$ cat config.mk
export PLATFORM = sky130hd
export DESIGN_NAME = uart_rx
export DESIGN_NICKNAME = d
export VERILOG_FILES = /design/src/rtl/uart_rx.sv
export SDC_FILE = /design/constraint.sdc
export NUM_CORES = 1
export LEC_CHECK = 0
export ABC_AREA = 1
export CORE_MARGIN = 3
export CORE_UTILIZATION = 40
export CTS_BUF_LIST = sky130_fd_sc_hd__clkbuf_4 sky130_fd_sc_hd__clkbuf_8
export DETAILED_ROUTE_END_ITERATION = 8
export GPL_ROUTABILITY_DRIVEN = 0
export GPL_TIMING_DRIVEN = 0
export PLACE_DENSITY = 0.65
export SLEW_MARGIN = 20
export SYNTH_ARGS = -nofsm -noshare
export SYNTH_HDL_FRONTEND = slang
export SYNTH_SLANG_ARGS = --single-unit
$ cat constraint.sdc
create_clock -name clk -period 4.2 [get_ports clk]
set_input_delay 1.26 -clock clk [delete_from_list [all_inputs] [get_ports clk]]
set_output_delay 1.26 -clock clk [all_outputs]
set_load 0.03 [all_outputs]
$ cat src/rtl/uart_rx.sv
// uart_rx: 8N1 LSB-first UART receiver with 2-FF input sync, mid-bit sampling and stop-bit framing check
module uart_rx #(
  parameter int CLKS_PER_BIT = 434
) (
  input  logic       clk,
  input  logic       rst,
  input  logic       rx,
  output logic [7:0] data_out,
  output logic       data_valid,
  output logic       frame_err,
  output logic       busy
);
  localparam int CW = $clog2(CLKS_PER_BIT);
  localparam logic [CW-1:0] LAST = CW'(CLKS_PER_BIT - 1);
  localparam logic [CW-1:0] MID = CW'(CLKS_PER_BIT / 2 - 1);
  typedef enum logic [2:0] {IDLE, START, DATA, STOP, WAIT_HIGH} state_t;
  state_t state, state_next;
  logic rx_m, rx_s;
  logic [CW-1:0] cnt;
  logic [2:0] bit_idx;
  logic [7:0] shift;
  logic tick, mid, good, bad;
  assign tick = cnt == LAST;
  assign mid = cnt == MID;
  assign good = state == STOP && tick && rx_s;
  assign bad = state == STOP && tick && !rx_s;
  assign busy = state != IDLE;
  always_comb begin
    state_next = state;
    case (state)
      IDLE:      state_next = rx_s ? IDLE : START;
      START:     state_next = mid ? (rx_s ? IDLE : DATA) : START;
      DATA:      state_next = tick && bit_idx == 3'd7 ? STOP : DATA;
      STOP:      state_next = tick ? (rx_s ? IDLE : WAIT_HIGH) : STOP;
      WAIT_HIGH: state_next = rx_s ? IDLE : WAIT_HIGH;
      default:   state_next = IDLE;
    endcase
  end
  always_ff @(posedge clk) begin
    if (rst) begin
      rx_m <= 1'b1;
      rx_s <= 1'b1;
      state <= IDLE;
      cnt <= '0;
      bit_idx <= '0;
      shift <= '0;
      data_out <= '0;
      data_valid <= 1'b0;
      frame_err <= 1'b0;
    end else begin
      rx_m <= rx;
      rx_s <= rx_m;
      state <= state_next;
      cnt <= state_next != state || tick ? '0 : cnt + 1'b1;
      data_valid <= good;
      frame_err <= bad;
      if (state == START) bit_idx <= '0;
      if (state == DATA && tick) begin
        shift[bit_idx] <= rx_s;
        bit_idx <= bit_idx + 1'b1;
      end
      if (good) data_out <= shift;
    end
  end
endmodule

---- Word level (Yosys, flattened, before mapping) ----
Cells that the tools add are included.
Widths: inputs -> output; s select.
word-level totals
  memories ................................ 0
  bits in latches ......................... 0
  logic and storage cells ................. 45
  register bits ........................... 35
  memory bits (writable) .................. 0
  ROM bits ................................ 0
cells by class
  muxes and demuxes ....................... 12
  $add $sub $neg .......................... 2
  bitwise gates (word level) .............. 0
  div/mod/pow operators ................... 0
  equal/unequal tests ..................... 8
  reductions and logical operators ........ 12
  magnitude comparators ................... 2
  shift-type cells ........................ 0
  $mul .................................... 0
operators with widths
  operator             number
  $pmux 3 s5           1
  $mux 3               4
  $add 9x1->9 const B  1
  $eq 9x8->1 const B   1
  $eq 9x9->1 const B   1
  $bwmux 8             1
  $eq 3x2->1 const B   2
  $eq 3x3->1 const B   2
  $logic_and 1x1->1    6
  $lt 3x4->1 const B   1
  $mux 2               2
  $add 3x1->3 const B  1
  $demux 1 s3          1
  $eq 3x1->1 const B   1
  $ge 3x1->1 const B   1
  $logic_not 3->1      1
  $mux 1               3
  $ne 3x3->1           1
  $reduce_bool 3->1    1
  $reduce_bool 2->1    1
  $reduce_or 2->1      1
  $logic_not 1->1      1
  $logic_or 1x1->1     1

---- Logic depth before layout (Yosys ltp) ----
  word-level depth ........................ 7
  gate-level depth with buffers ........... 12
  mapped depth without buffers ............ 12

---- Worst setup path before layout ----
Ideal clock, no wire load.
  path type ............................... register to output
  start point ............................. register state[0]
  end point ............................... output busy
  cell stages (with the launch flop) ...... 3
  buffers on the path ..................... 0
  arrival ................................. 719 ps
  setup slack ............................. 2,221 ps
  required time ........................... 2,940 ps
  cells stage by stage .................... dfxtp_1 > nor2_1 > nand2_1
on the way
  word-level cells in the longest chain between the ends .. 1
RTL lines
  what                    RTL line  RTL
  start, declared         17        state_t state, state_next;
  start signal, assigned  53        state <= state_next;
  $reduce_bool 3->1       27        assign busy = state != IDLE;
  end, declared           11        output logic busy
No other way between the ends.

---- Worst setup path in the final report ----
Same ends and word-level chain as after synthesis.

==> impl_metrics.json <==
{
  "drive_gt1_share_pct": 20.4,
  "hold_ws_ns": 0.412,
  "cp.required_ns": 2.94,
  "rsz0062_at_grt": "false",
  "vdd_drop_max_v": 0.000216,
  "synth_edf_count": 0,
  "ys_seq_area_share_pct": 41.6,
  "clock_sinks": 35,
  "post_cts_resized": 0,
  "grt_overflow_total": 0,
  "core_area_mm2": 0.00385,
  "synth_top_area_share_pct": 41.6,
  "ff2ff_path_depth": 10,
  "vias": 1263,
  "viasPerCell": 4.46,
  "syn_nets": 222,
  "grt_pass1_wl_mm": 5.22,
  "cts_buffer_depth": 2,
  "dp_hpwl_mm": 2.11,
  "drt_wl_total_mm": 2.87,
  "drtIter0Drc": 71,
  "final_util_pct": 51.4,
  "cts-root-buf": "clkbuf_8",
  "clkPwrFrac_pct": 41.5,
  "max_freq_mhz": 352,
  "yosysWarnings": 0,
  "grt_pass1_vias": 1171,
  "syn_to_final_growth_pct": 17.4,
  "hold_class": "flip-flop to flip-flop",
  "power.density_mw_per_mm2": 325,
  "seqPwrFrac_pct": 52.9,
  "p_total_mw": 0.643,
  "n_antenna_cell": 0,
  "clk-insertion-delay-late_ns": 0.28,
  "p_int_mw": 0.497,
  "final-hold-violation-count": 0,
  "ys_types": 32,
  "path_class": "flip-flop to primary output",
  "min_path_cells": 1,
  "syn_avg_cell_area_um2": 7.88,
  "syn_area_mm2": 0.00169,
  "drc": 0,
  "cts-buffers-inserted": 5,
  "hold_buffers": 0,
  "tritoncts": "done",
  "synth_area_leaders": "dfxtp_1 (42%), nand2_1 (8.7%), nor2_1 (6.0%)",
  "final-setup-viol-count": 0,
  "tns_ns": 0,
  "finalClockSkew_ns": 0.00807,
  "switchingPower_mw": 0.146,
  "post-route-period-util_pct": 67.6,
  "leakage_nw": 0.865,
  "slew_headroom_pct": 68.4,
  "synthFlopType": "dfxtp_1",
  "antenna_found_initial": 0,
  "start_util_pct": 43.7,
  "wl_per_cell_um": 10.1,
  "dr.pass1.iters": 4,
  "cap_violations": 0,
  "num_io_pins": 14,
  "rows": 22,
  "io_buffers": 13,
  "fin_nets": 242,
  "grt_start_max_net_pins": 12,
  "arrival_ns": 1.58,
  "async_flop_share_pct": 0,
  "yosysTopAreaCell": "dfxtp_1",
  "synth-seq-cells": 35,
  "endpoint_kind": "primary output",
  "clk_pin_slew_ns": 0.07,
  "swShare_pct": 22.6,
  "drv_slew": 0,
  "status": "completed",
  "postCtsSetupBuffers": 0,
  "h-tree-depth": 2,
  "cp_max_fo": 6,
  "grt_usage_pct": 13.0,
  "pwr-share-comb_pct": 5.6,
  "fin_crit_ns": 2.84,
  "die_area_mm2": 0.00503,
  "synthCells": 214,
  "worst_pin_slew_ns": 0.474,
  "fp.dieW_um": 70.9,
  "place_area_mm2": 0.00188,
  "die_y_um": 70.9,
  "ant_nets": 0,
  "finalInstanceArea_mm2": 0.00198,
  "critPathLaunchType": "flip-flop"
}
## state kept, by name, summed over array words and instances (netlist names)
| signal | cells |
|---|---|
| frame_err | 1 |
| cnt | 9 |
| shift | 8 |
| data_valid | 1 |
| data_out | 8 |
| state | 3 |
| bit_idx | 3 |
| rx_m | 1 |
| rx_s | 1 |
## cell usage after synthesis, types with 2 or more instances
library cell  count
nand2_2           3
nor2_4            2
nor2_2           12
inv_1            24
nand2_1          39
a21oi_1          11
inv_2             4
nand3_1           6
nor2_8            2
o21ai_2           2
xnor2_1           2
o21ai_0           7
xor2_1            5
ha_1              5
nand2_4           3
buf_1             2
a21oi_2           3
nor3_2            2
dfxtp_1          35
nor3_1            6
or2_2             2
nor2_1           27
## metrics by stage
step,instances,setup slack [ns]
global route,283,1.25
finish,283,1.36
detailed placement,275,1.32
global placement,275,1.29
floorplan,214,2.22
CTS,283,1.34
## worst max-delay path: stages, from the launching register on
cell,delay [ns]
dfxtp_1,0.44
nor2_1,0.11
nand2_1,0.08
clkdlybuf4s50_1,0.67
## cell families after synthesis
group	after synthesis	synth area share, %
AOI/OAI and AO/OA	26	9.21
and+or+nand+nor	108	33.9
xor gates and xnor gates	7	3.64
DFF	35	41.6
adders and majority gates	5	3.71
buffers and inverters	33	7.94
## worst paths after layout
kind / startpoint / endpoint / slack [ns]
hold reg to reg: rx_m / rx_s / 0.41
setup reg to reg: cnt[0] / data_out[6] / 2.57
hold / removal: rx_m / rx_s / 0.41
setup / recovery: state[0] / busy / 1.36
## final cells by class
type                       count  area, um^2
buffer                         4        23.8
clock buffer                   7        96.3
clock inverter                 1        7.51
fill                         373        1870
inverter                      29         110
multi-input combinational    146         851
sequential                    35         701
tap                           48        60.1
timing repair buffer          13         130
## cells in the final DEF (no fill, tap or decap), types with 4 or more instances in the layout
cell type / instances
a21oi_1: 11
clkbuf_8: 7
clkdlybuf4s50_1: 13
dfxtp_1: 35
ha_1: 5
inv_1: 24
inv_2: 4
nand2_1: 39
nand3_1: 6
nor2_1: 27
nor2_2: 12
nor3_1: 6
o21ai_0: 7
xor2_1: 5
## layer usage
layer  share of wire, %  up-vias  GRT usage, %
li1                   -      702             -
met1                 56      543          18.5
met2                 39       14          17.7
met3                3.7        4          4.83
met4                1.7        0          5.01
met5                  0        -             0
## power by group through the flow
stage          sequential, mW  combinational [mW]  clock (mW)
2_1_floorplan           0.347              0.0272           0
3_3_place_gp            0.348              0.0364           0
3_5_place_dp            0.348              0.0365           0
4_1_cts                 0.340              0.0368       0.278
5_1_grt                 0.341              0.0406       0.288
6_report                0.340              0.0361       0.267
No activity file was read; power rests on OpenSTA's default activity.
